## src/rtl/sodor_verif_pkg.sv

```systemverilog
// Shared definitions for the lockstep divergence monitor: FSM encoding and
// widths of the first-divergence result fields.
package sodor_verif_pkg;

  localparam int FIRST_CYCLE_W = 16;
  localparam int FIRST_CH_W    = 5;
  localparam int CNT_W         = 16;

  typedef enum logic [1:0] {
    ST_IDLE   = 2'd0,
    ST_WARMUP = 2'd1,
    ST_CHECK  = 2'd2,
    ST_DONE   = 2'd3
  } lsm_state_t;

endpackage

```

## src/rtl/lockstep_ch_cmp.sv

```systemverilog
// Single-channel lockstep comparator: flags a divergence when the two copies
// disagree on valid, or are both valid with different data.
module lockstep_ch_cmp #(
  parameter int CH_W = 32
) (
  input  logic            i_valid_a,
  input  logic            i_valid_b,
  input  logic [CH_W-1:0] i_data_a,
  input  logic [CH_W-1:0] i_data_b,
  input  logic            i_mask,
  output logic            o_diverge
);

  logic w_valid_mismatch;
  logic w_data_mismatch;

  assign w_valid_mismatch = i_valid_a ^ i_valid_b;
  // Data is only meaningful when both copies present it.
  assign w_data_mismatch  = i_valid_a & i_valid_b & (i_data_a != i_data_b);
  assign o_diverge        = ~i_mask & (w_valid_mismatch | w_data_mismatch);

endmodule

```

## src/rtl/lockstep_diverge_monitor.sv

```systemverilog
// Lockstep divergence monitor: after a warm-up period, compares copy A and
// copy B of NUM_CH observation channels over a fixed window and records
// sticky divergence flags plus the cycle/channel of the first divergence.
module lockstep_diverge_monitor
  import sodor_verif_pkg::*;
#(
  parameter int NUM_CH        = 4,
  parameter int CH_W          = 32,
  parameter int WARMUP        = 8,
  parameter int WINDOW        = 16,
  parameter int STOP_ON_FIRST = 0
) (
  input  logic                     i_clk,
  input  logic                     i_rst_n,
  input  logic                     i_start,
  input  logic [NUM_CH-1:0]        i_ch_valid_a,
  input  logic [NUM_CH-1:0]        i_ch_valid_b,
  input  logic [NUM_CH*CH_W-1:0]   i_ch_data_a,
  input  logic [NUM_CH*CH_W-1:0]   i_ch_data_b,
  input  logic [NUM_CH-1:0]        i_ch_mask,
  output logic                     o_busy,
  output logic                     o_done,
  output logic                     o_diverged,
  output logic [NUM_CH-1:0]        o_div_mask,
  output logic [FIRST_CYCLE_W-1:0] o_first_cycle,
  output logic [FIRST_CH_W-1:0]    o_first_ch,
  output logic [1:0]               o_dbg_state
);

  localparam logic [CNT_W-1:0] WARM_LAST = (WARMUP == 0) ? '0 : CNT_W'(WARMUP - 1);
  localparam logic [CNT_W-1:0] WIN_LAST  = CNT_W'(WINDOW - 1);

  lsm_state_t              r_state;
  lsm_state_t              w_state_nxt;
  logic [CNT_W-1:0]        r_cnt;
  logic [NUM_CH-1:0]       r_mask;
  logic                    r_diverged;
  logic [NUM_CH-1:0]       r_div_mask;
  logic [FIRST_CYCLE_W-1:0] r_first_cycle;
  logic [FIRST_CH_W-1:0]   r_first_ch;

  logic [NUM_CH-1:0]       w_div;
  logic [FIRST_CH_W-1:0]   w_low_ch;
  logic                    w_start_ok;
  logic                    w_stop;
  logic                    w_sample;

  for (genvar g = 0; g < NUM_CH; g++) begin : g_cmp
    lockstep_ch_cmp #(.CH_W(CH_W)) u_cmp (
      .i_valid_a (i_ch_valid_a[g]),
      .i_valid_b (i_ch_valid_b[g]),
      .i_data_a  (i_ch_data_a[g*CH_W +: CH_W]),
      .i_data_b  (i_ch_data_b[g*CH_W +: CH_W]),
      .i_mask    (r_mask[g]),
      .o_diverge (w_div[g])
    );
  end

  // Lowest-numbered divergent channel wins when several diverge together.
  always_comb begin
    w_low_ch = '0;
    for (int i = NUM_CH - 1; i >= 0; i--) begin
      if (w_div[i]) w_low_ch = FIRST_CH_W'(i);
    end
  end

  assign w_start_ok = i_start & ((r_state == ST_IDLE) | (r_state == ST_DONE));
  // The registered flag ends the window one cycle after the offending sample.
  assign w_stop     = (STOP_ON_FIRST != 0) & r_diverged;
  assign w_sample   = (r_state == ST_CHECK) & ~w_stop;

  always_comb begin
    w_state_nxt = r_state;
    case (r_state)
      ST_IDLE, ST_DONE: begin
        if (i_start) w_state_nxt = (WARMUP == 0) ? ST_CHECK : ST_WARMUP;
      end
      ST_WARMUP: begin
        if (r_cnt == WARM_LAST) w_state_nxt = ST_CHECK;
      end
      ST_CHECK: begin
        if (w_stop || (r_cnt == WIN_LAST)) w_state_nxt = ST_DONE;
      end
      default: w_state_nxt = ST_IDLE;
    endcase
  end

  always_ff @(posedge i_clk or negedge i_rst_n) begin
    if (!i_rst_n) begin
      r_state <= ST_IDLE;
    end else begin
      r_state <= w_state_nxt;
    end
  end

  always_ff @(posedge i_clk or negedge i_rst_n) begin
    if (!i_rst_n) begin
      r_cnt <= '0;
    end else if (w_start_ok) begin
      r_cnt <= '0;
    end else if (r_state == ST_WARMUP) begin
      r_cnt <= (r_cnt == WARM_LAST) ? '0 : r_cnt + CNT_W'(1);
    end else if (r_state == ST_CHECK) begin
      r_cnt <= r_cnt + CNT_W'(1);
    end
  end

  always_ff @(posedge i_clk or negedge i_rst_n) begin
    if (!i_rst_n) begin
      r_mask        <= '0;
      r_diverged    <= 1'b0;
      r_div_mask    <= '0;
      r_first_cycle <= '0;
      r_first_ch    <= '0;
    end else if (w_start_ok) begin
      r_mask        <= i_ch_mask;
      r_diverged    <= 1'b0;
      r_div_mask    <= '0;
      r_first_cycle <= '0;
      r_first_ch    <= '0;
    end else if (w_sample && (|w_div)) begin
      r_diverged <= 1'b1;
      r_div_mask <= r_div_mask | w_div;
      if (!r_diverged) begin
        r_first_cycle <= FIRST_CYCLE_W'(r_cnt);
        r_first_ch    <= w_low_ch;
      end
    end
  end

  assign o_busy        = (r_state == ST_WARMUP) | (r_state == ST_CHECK);
  assign o_done        = (r_state == ST_DONE);
  assign o_diverged    = r_diverged;
  assign o_div_mask    = r_div_mask;
  assign o_first_cycle = r_first_cycle;
  assign o_first_ch    = r_first_ch;
  assign o_dbg_state   = r_state;

endmodule

```

## config.mk

```make
export PLATFORM = sky130hd
export DESIGN_NAME = lockstep_diverge_monitor
export DESIGN_NICKNAME = d
export VERILOG_FILES = /design/src/rtl/sodor_verif_pkg.sv /design/src/rtl/lockstep_ch_cmp.sv /design/src/rtl/lockstep_diverge_monitor.sv
export SDC_FILE = /design/constraint.sdc
export NUM_CORES = 1
export LEC_CHECK = 0
export BUFFER_PORTS_ARGS = -buffer_cell sky130_fd_sc_hd__buf_2
export CAP_MARGIN = 20
export CORE_ASPECT_RATIO = 0.5
export CORE_MARGIN = 2
export CORE_UTILIZATION = 35
export DETAILED_ROUTE_END_ITERATION = 8
export PLACE_DENSITY = 0.8
export RECOVER_POWER = 100
export SLEW_MARGIN = 20
export SYNTH_ARGS = -nofsm -noshare
export SYNTH_HDL_FRONTEND = slang
export SYNTH_SLANG_ARGS = --single-unit
```

## constraint.sdc

```tcl
create_clock -name i_clk -period 3.9 [get_ports i_clk]
set_input_delay 0 -clock i_clk [delete_from_list [all_inputs] [get_ports i_clk]]
set_output_delay 0 -clock i_clk [all_outputs]
set_load 0.02 [all_outputs]
```

==> run_results.csv, run 1 <==
group,metric,value,unit
outcome,status,"finished, violations left",
outcome,violations,"capacitance limit, slew limit",
power_and_ir_drop,power_leakage,2.68,nW
setup_path,worstPathRequired,4.07,ns
logic_synthesis,yosysUniqueCellTypes,38,
floorplanning,die_x,150,um
placed_design,placedInstanceArea,0.00531,sq mm
logic_synthesis,ys_warn_count,0,
power_and_ir_drop,power.share.switching,0.396,
logic_synthesis,syn-cell-area,0.00374,sq mm
placed_design,dp.cells,849,
min_path,worstHoldStart,"i_start",
layout,layout-drive-gt1-share,0.393,
placed_design,dp_hpwl,11600,um
sta,fmax,0.395,GHz
logic_synthesis,synth-seq-area-share,0.301,
power_and_ir_drop,power,2.16,mW
power_and_ir_drop,switching_power,855,uW
clock_network,cts.sinks,45,
detailed_routing,dr.pass1.iters,5,
setup_path,arrival,2.70,ns
detailed_routing,wl,13600,um
floorplanning,fp-row-count,26,
logic_synthesis,yosysTopAreaCell,"dfrtp_1",
power_and_ir_drop,combPwrFrac,0.453,
clock_network,cts_made_buffers,5,
grt,grt_pass1_vias,4145,
clock_network,clkTransAtPathRegs,0.06,ns
sta,setup_ws,1.37,ns
detailed_routing,vias,4161,
clock_network,ctsResizeCount,0,
detailed_routing,vias_per_cell,4.83,
logic_synthesis,syn_area_per_cell,8.89,sq um
setup_path,worstSetupStartpointType,"flop",
clock_network,htree_levels,2,
grt,track_usage,0.229,
floorplanning,core_region_area,0.0103,sq mm
floorplanning,initial_utilization,0.363,
sta,worst_slew_pin_slew,2.32,ns
logic_synthesis,synthTopCellsByArea,"dfrtp_1 (30%), xor2_1 (17%), xnor2_1 (15%)",
layout,syn_to_final_growth,47.3,%
grt,antenna_found_initial,1,
sta,finalSetupViolations,0,
min_path,hp-class,"in -> reg",
power_and_ir_drop,powerDensity,392,mW/mm^2
logic_synthesis,synth_top_flop_cell,"dfrtp_1",
grt,grt_pass1_wl,20800,um
detailed_routing,antenna_left,0,
setup_path,crit_start,"o_dbg_state[0]",
sta,hold_ws,0.0759,ns
grt,grt_max_degree,46,
clock_network,cts_root_buf,"clkbuf_16",
layout,n_antenna_cell,0,
detailed_routing,wire_per_inst,15.8,um
clock_network,tritoncts,"done",
detailed_routing,drt_iter0_drc,235,
floorplanning,io_pins,301,
floorplanning,die_area,0.0116,sq mm
layout,nNetsFinal,1001,
sta,finalHoldViolations,0,
setup_path,reg2reg_from,"o_dbg_state[0]",
setup_path,crit_fanout,13,
logic_synthesis,synth_cells,421,
power_and_ir_drop,internal_power,1.30,mW
job,cap_violations,1,
detailed_routing,drc,0,
sta,rsz0062_at_grt,"false",
floorplanning,dieHeight,77.1,um
sta,slew_violations,46,
placed_design,port_buffers,297,
power_and_ir_drop,pwr-share-seq,0.296,
clock_network,clockBufferDepth,2,
layout,post-route-util,0.535,
placed_design,gp_congestion,0.881,
placed_design,pre_cts_slack,1.51,ns
layout,fin_area,0.00552,sq mm
logic_synthesis,ys_async_sr_fraction,1.00,
setup_path,crit_type,"reg -> reg",
sta,skew,0.00887,ns
logic_synthesis,synth_top_area_frac,0.301,
clock_network,clock_latency,0.29,ns
grt,grt.overflow.total,0,
sta,setup-tns-final,0,ns
sta,period_minus_slack,2.53,ns
logic_synthesis,synth_edf_count,0,
layout,finalNonFillerCells,862,
power_and_ir_drop,clock_power_share,0.251,
setup_path,end_kind,"flop",
power_and_ir_drop,ir_drop,320,uV
sta,post-route-period-util,0.650,
logic_synthesis,ys_ff_latch,45,
sta,slew_headroom,-0.548,
## per-layer routing
metal  up-vias  wire [um]  GRT usage
met1      1921       5760      0.300
met4         2        325     0.0821
met3        37       1100     0.0476
met2       171       6380      0.373
met5         -         13          0
li1       2030          -          -
## cells in the final DEF (no fill, tap or decap), types with 3 or more instances in the layout
master	Yosys	layout
nor2b_1	3	3
dfrtp_1	45	45
xnor2_1	66	66
o21ai_0	17	17
ha_1	9	9
clkbuf_16	0	5
nor2_1	21	21
buf_2	0	269
mux2i_1	18	18
nor3_1	3	3
inv_1	10	10
nand2_1	58	58
nand3_1	8	8
a21oi_1	11	11
conb_1	1	3
dlygate4sd3_1	0	5
nand4_1	23	23
xor2_1	71	71
nor4_1	23	23
clkbuf_1	3	29
## synth_stat cells (3+ instances only)
cell type  instances
ha_1               9
clkbuf_1           3
dfrtp_1           45
nand4_1           23
a21oi_1           11
inv_1             10
buf_6              4
mux2i_1           18
nor3_1             3
nand3_1            8
xnor2_1           66
o21ai_0           17
nor2_1            21
nor4_1            23
buf_4              3
nand2_1           58
xor2_1            71
nor2b_1            3
## worst max-delay path: stages (launching register included)
cell	delay [ns]
dfrtp_1	0.45
inv_1	0.07
ha_1	0.34
inv_1	0.09
nor2_1	0.05
clkbuf_1	0.26
nor3_1	0.57
nor2_1	0.27
mux2_2	0.32
## timing repair
item                       CTS  global route
hold endpoints to repair    49             0
setup buffers                0             0
setup endpoints to repair    0             0
hold buffers                 5             0
## state kept, by name (all words and copies together) (netlist names)
| name | cells |
|---|---|
| o_dbg_state | 2 |
| o_div_mask | 4 |
| o_diverged | 1 |
| o_first_ch | 2 |
| o_first_cycle | 16 |
| r_cnt | 16 |
| r_mask | 4 |
## cells by family (layout without fill, tap and decap cells)
group / count (synthesis) / in the layout / synth area share
and+or+nand+nor: 151 / 151 / 0.201
muxes: 19 / 19 / 0.0511
adders and majority gates: 9 / 9 / 0.0301
buffers and inverters: 24 / 323 / 0.0424
other: 1 / 3 / 0.00100
AOI/OAI and AO/OA: 35 / 35 / 0.0531
DFF: 45 / 45 / 0.301
xor gates and xnor gates: 137 / 137 / 0.321
## layout make-up
class / instances / area, sq um
Fill cell: 960 / 4800
Multi-Input combinational cell: 354 / 2470
Timing Repair Buffer: 305 / 1520
Sequential cell: 45 / 1130
Tap cell: 140 / 175
Clock buffer: 5 / 125
Clock inverter: 3 / 65.1
Inverter: 10 / 37.5
## worst paths after layout
kind,cells past startpoint,slack (ns),end
max in group asynchronous,2,1.62,o_div_mask[1]
min reg2reg,2,0.50,o_div_mask[2]
min,4,0.08,o_dbg_state[1]
max reg2reg,8,1.37,r_cnt[0]
min in group asynchronous,2,0.96,o_first_cycle[2]
max,8,1.37,r_cnt[0]
## power by group through the flow
stage	sequential [mW]	clock, mW	combinational, mW
2_1_floorplan	0.678	0	0.603
3_3_place_gp	0.639	0	0.970
3_5_place_dp	0.643	0	0.989
4_1_cts	0.637	0.541	0.998
5_1_grt	0.651	0.565	1.08
6_report	0.640	0.542	0.978
No activity file was read; power rests on OpenSTA's default activity.
==> run 2, diff against run 1 <==
Settings changed: ABC_AREA set to 1, PLACE_DENSITY 0.8 to 0.77.
Clock period 3.9 ns to 2.36 ns, I/O delays scaled along.
==> run_results.csv, run 2 <==
group,metric,value,unit
outcome,status,"finished, final reports clean",
clock_network,cts_root_buf,"clkbuf_16",
power_and_ir_drop,ir_drop,574,uV
logic_synthesis,yosysUniqueCellTypes,35,
logic_synthesis,synthTopCellsByArea,"dfrtp_1 (26%), xnor2_1 (23%), nand2_1 (18%)",
layout,layout-drive-gt1-share,0.341,
layout,layout_common_cells,"buf_2 (269), nand2_1 (200), xnor2_1 (110)",
power_and_ir_drop,power_leakage,3.20,nW
layout,syn_to_final_growth,43.3,%
setup_path,worstPathRequired,2.57,ns
job,cap_violations,0,
setup_path,crit_start,"o_dbg_state[0]",
detailed_routing,wire_per_inst,14.0,um
clock_network,cts_made_buffers,5,
detailed_routing,drt_iter0_drc,288,
floorplanning,die_area,0.0131,sq mm
detailed_routing,wl,15200,um
sta,setup-tns-final,0,ns
setup_path,cp_slowest_cell,"dfrtp_1",
logic_synthesis,synth_top_flop_cell,"dfrtp_1",
min_path,hp-class,"in -> reg",
grt,track_usage,0.226,
setup_path,slowest_delay,0.45,ns
grt,grt.overflow.total,0,
logic_synthesis,ys_warn_count,0,
logic_synthesis,yosysMostFrequentCell,"nand2_1",
placed_design,dp.cells,1069,
placed_design,dp_hpwl,13000,um
min_path,worstHoldStart,"i_start",
logic_synthesis,yosysTopAreaCell,"dfrtp_1",
clock_network,htree_levels,2,
sta,fmax,0.487,GHz
placed_design,gp_congestion,1.09,
detailed_routing,vias,4890,
grt,antenna_found_initial,2,
detailed_routing,dr.pass1.iters,5,
sta,slew_headroom,0.248,
sta,finalSetupViolations,0,
clock_network,cts_setup_buffers,0,
setup_path,path_common_cell,"nand2_1",
setup_path,worstSetupStartpointType,"flop",
clock_network,tritoncts,"done",
layout,final_common_cell,"buf_2",
sta,rsz0062_at_grt,"false",
grt,grt_max_degree,46,
sta,period_minus_slack,2.05,ns
setup_path,crit_fanout,9,
layout,n_fill_cell,1227,
sta,slew_violations,0,
floorplanning,io_pins,301,
logic_synthesis,synth_top_area_frac,0.265,
setup_path,arrival,2.26,ns
layout,regArea,0.00113,sq mm
grt,grt_pass1_wl,23000,um
sta,hold_ws,0.139,ns
clock_network,clkTransAtPathRegs,0.06,ns
layout,multi_input_area,0.00276,sq mm
sta,post-route-period-util,0.870,
logic_synthesis,synth_cells,613,
detailed_routing,vias_per_cell,4.52,
sta,finalHoldViolations,0,
clock_network,clockBufferDepth,2,
logic_synthesis,syn-cell-area,0.00425,sq mm
detailed_routing,antenna_left,0,
logic_synthesis,syn_area_per_cell,6.93,sq um
clock_network,cts.sinks,45,
placed_design,port_buffers,297,
detailed_routing,drc,0,
logic_synthesis,ys_async_sr_fraction,1.00,
placed_design,placedInstanceArea,0.00591,sq mm
setup_path,end_kind,"flop",
floorplanning,fp-row-count,28,
setup_path,crit_type,"reg -> reg",
floorplanning,core_region_area,0.0118,sq mm
power_and_ir_drop,powerDensity,633,mW/mm^2
setup_path,reg2reg_from,"o_dbg_state[0]",
setup_path,path_cells,"inv_1 > ha_1 > nand2_1 > nand2_1 > inv_2 > nor2_2 > o21ai_1 > a21oi_1",
logic_synthesis,synthTopCellsByCount,"nand2_1 (200), xnor2_1 (110), inv_1 (67)",
floorplanning,initial_utilization,0.359,
floorplanning,die_x,160,um
logic_synthesis,synth-seq-area-share,0.265,
sta,worst_slew_pin_slew,1.13,ns
layout,finalNonFillerCells,1082,
logic_synthesis,synth_edf_count,0,
clock_network,clock_latency,0.29,ns
layout,n_antenna_cell,0,
grt,grt_pass1_vias,4554,
floorplanning,dieHeight,81.9,um
logic_synthesis,ys_ff_latch,45,
layout,fin_area,0.00609,sq mm
sta,skew,0.00422,ns
layout,nNetsFinal,1196,
-- run 2: cell count changes in the layout (fill, tap and decap cells not counted), sizes merged, moves of 3 or more --
cell,before,now
a21oi,11,6
inv,10,70
mux2i,18,0
nand2,58,208
nand3,8,26
nor2,21,63
nor2b,3,0
nor4,23,2
o21a,0,4
xnor2,66,110
xor2,71,4
-- run 2: worst paths after layout --
path | endpoint | slack [ns] | cells past startpoint
max | r_cnt[14] | 0.31 | 8
max in group asynchronous | o_first_cycle[1] | 1.21 | 2
max reg2reg | r_cnt[14] | 0.31 | 8
min in group asynchronous | o_first_cycle[6] | 0.46 | 2
min reg2reg | o_first_cycle[13] | 0.51 | 2
min | o_dbg_state[0] | 0.14 | 4
-- run 2: layout make-up --
type	instances	share of cell area
Multi-Input combinational cell	484	0.453
Timing Repair Buffer	307	0.254
Sequential cell	45	0.185
Inverter	73	0.0454
Tap cell	165	0.0339
Clock buffer	7	0.0234
Clock inverter	1	0.00493
-- run 2: worst max-delay path, delay by kind of cell (launching register included) --
family	cells	cell delay (ns)
AO/OA/AOI/OAI	2	0.24
adder cells (fa/ha/maj)	1	0.31
buffers and inverters	2	0.24
flip-flops	1	0.45
AND/OR/NAND/NOR	3	0.75
-- run 2: kinds of logic (layout without fill, tap and decap cells) --
logic type	count (synthesis)	after routing	synth area share
AO/OA/AOI/OAI	34	34	0.0456
XOR/XNOR	114	114	0.235
adder cells (fa/ha/maj)	9	9	0.0265
buffers and inverters	86	388	0.0865
flip-flops	45	45	0.265
other	1	3	0.000882
AND/OR/NAND/NOR	324	324	0.341
-- run 2: timing repair --
action	4_1_cts	5_1_grt
hold buffers	5	0
endpoints found under the setup margin	0	1
gates resized for setup	0	1
endpoints found under the hold margin	49	0
-- run 2: through the flow --
stage | setup WS [ns] | utilization | power [mW]
global placement | 0.370 | 0.499 | 3.02
finish | 0.307 | 0.514 | 3.86
detailed placement | 0.243 | 0.499 | 3.07
floorplan | 0.495 | - | 2.38
CTS | 0.200 | 0.518 | 3.91
global route | 0.0515 | 0.514 | 4.16
-- run 2: metal layers --
layer | vias to the layer above | GRT usage | routed length [um]
met5 | - | 0 | 29
met4 | 4 | 0.0495 | 230
met3 | 26 | 0.0626 | 1330
met2 | 181 | 0.377 | 6960
met1 | 2178 | 0.295 | 6600
li1 | 2501 | - | -
-- run 2: power breakdown --
group	switching [mW]	internal, mW
combinational	1.27	0.727
sequential	0.117	0.926
clock	0.285	0.529
==> run 3, diff against run 2 <==
Settings changed: ABC_AREA 1 to not set, HOLD_SLACK_MARGIN set to 0.1, PLACE_DENSITY 0.77 to 0.8.
==> run_results.csv, run 3 (synthesis results as in run 1) <==
group,metric,value,unit
detailed_routing,wl_met3,885,um
min_path,hp-class,"in -> reg",
sta,slew_violations,0,
detailed_routing,antenna_left,0,
detailed_routing,top_layer,"met4",
layout,n_antenna_cell,0,
clock_network,htree_levels,2,
detailed_routing,vias_per_cell,4.81,
sta,period_minus_slack,2.26,ns
power_and_ir_drop,powerDensity,614,mW/mm^2
layout,final_common_cell,"buf_2",
clock_network,cts.sinks,45,
power_and_ir_drop,power_leakage,2.68,nW
floorplanning,io_pins,301,
sta,fmax,0.443,GHz
setup_path,cp_slowest_cell,"nor4_1",
sta,setup-tns-final,0,ns
detailed_routing,met2_length,6660,um
outcome,status,"finished, final reports clean",
grt,grt_max_degree,46,
floorplanning,fp-row-count,26,
sta,finalSetupViolations,0,
placed_design,dp.cells,855,
job,cap_violations,0,
setup_path,slowest_delay,0.73,ns
setup_path,reg2reg_from,"o_dbg_state[0]",
setup_path,path_cells,"buf_2 > xor2_1 > nor4_1 > nand4_1 > o21ai_0 > o21ai_1 > o311a_1 > clkbuf_4 > mux2i_1",
detailed_routing,wire_per_inst,15.9,um
layout,post-route-util,0.534,
detailed_routing,drt-met1-wl,6020,um
floorplanning,dieHeight,77.1,um
clock_network,cts_made_buffers,5,
placed_design,port_buffers,297,
detailed_routing,drc,0,
setup_path,crit_start,"i_ch_data_b[47]",
min_path,worstHoldStart,"i_start",
setup_path,timing.rr.end,"o_first_ch[1]",
setup_path,end_kind,"flop",
setup_path,worstSetupStartpointType,"input port",
placed_design,gp_congestion,0.879,
floorplanning,initial_utilization,0.363,
clock_network,clkTransAtPathRegs,0.06,ns
grt,grt.overflow.total,0,
clock_network,clockBufferDepth,2,
layout,layout-drive-gt1-share,0.393,
layout,n_fill_cell,956,
floorplanning,core_region_area,0.0103,sq mm
min_path,min_path_cells,4,
power_and_ir_drop,ir_drop,485,uV
layout,nNetsFinal,1007,
detailed_routing,drt_iter0_drc,223,
sta,rsz0062_at_grt,"false",
detailed_routing,wl,13800,um
detailed_routing,vias,4169,
sta,worst_slew_pin_slew,1.10,ns
grt,track_usage,0.234,
clock_network,cts_root_buf,"clkbuf_16",
floorplanning,die_area,0.0116,sq mm
clock_network,ctsResizeCount,0,
setup_path,r2r_slack,0.29,ns
sta,skew,0.00376,ns
setup_path,r2r_cells,7,
clock_network,cts_setup_buffers,0,
power_and_ir_drop,power,3.38,mW
layout,syn_to_final_growth,47.0,%
floorplanning,die_x,150,um
grt,grt_pass1_vias,4214,
setup_path,worstPathRequired,2.51,ns
sta,finalHoldViolations,0,
placed_design,dp_hpwl,11900,um
grt,antenna_found_initial,0,
grt,grt_pass1_wl,21200,um
min_path,hold-path-endpoint,"o_dbg_state[1]",
sta,slew_headroom,0.270,
setup_path,crit_fanout,18,
detailed_routing,dr.pass1.iters,5,
clock_network,tritoncts,"done",
setup_path,arrival,2.41,ns
setup_path,crit_type,"in -> reg",
clock_network,clock_latency,0.28,ns
layout,finalNonFillerCells,867,
sta,post-route-period-util,0.957,
layout,layout_common_cells,"buf_2 (269), xor2_1 (71), xnor2_1 (66)",
==> run 3: cell type report <==
type | count | area (sq um) | share of cell area
Clock buffer | 7 | 143 | 0.0259
Multi-Input combinational cell | 354 | 2460 | 0.447
Timing Repair Buffer | 311 | 1560 | 0.283
Inverter | 10 | 37.5 | 0.00682
Tap cell | 140 | 175 | 0.0318
Sequential cell | 45 | 1130 | 0.205
==> run 3: critical path, delay by kind of cell <==
family	cells	cell delay (ns)
xor gates and xnor gates	1	0.20
muxes	1	0.18
and+or+nand+nor	2	0.88
buffers and inverters	2	0.38
AOI/OAI and AO/OA	3	0.75
==> run 3: worst max path at each step <==
stage / to / slack (ns) / depth (start not counted)
floorplan: r_cnt[0] / 0.27 / 7
global placement: o_first_ch[0] / 0.10 / 9
detailed placement: o_first_cycle[9] / -0.007 / 9
CTS: o_first_cycle[9] / 0.27 / 9
global route: o_first_cycle[9] / 0.03 / 9
finish: o_first_cycle[9] / 0.10 / 9
==> run 3: metrics by stage <==
step / area, sq um / hold WS (ns) / setup WS (ns)
after floorplan: 3750 / -0.296 / 0.268
after global placement: 5370 / 0.206 / 0.105
after detailed placement: 5370 / 0.210 / -0.00737
after CTS: 5560 / 0.108 / 0.269
after global routing: 5500 / 0.110 / 0.0330
final: 5500 / 0.103 / 0.101
==> run 3: repair_timing <==
action,4_1_cts,5_1_grt
setup endpoints to repair,0,0
hold endpoints to repair,49,0
hold buffers,5,0
==> run 3: report_power, final <==
part | internal, mW | leakage, nW | switching, mW
Clock | 0.415 | 0.0700 | 0.267
Combinational | 0.648 | 2.00 | 0.991
Sequential | 0.918 | 0.607 | 0.142
Total | 1.98 | 2.68 | 1.40
==> run 3: layer usage <==
| layer | up-vias | GRT usage |
|---|---|---|
| met3 | 29 | 0.0310 |
| met5 | - | 0 |
| met1 | 1922 | 0.312 |
| met2 | 186 | 0.400 |
| li1 | 2032 | - |
| met4 | 0 | 0.0594 |
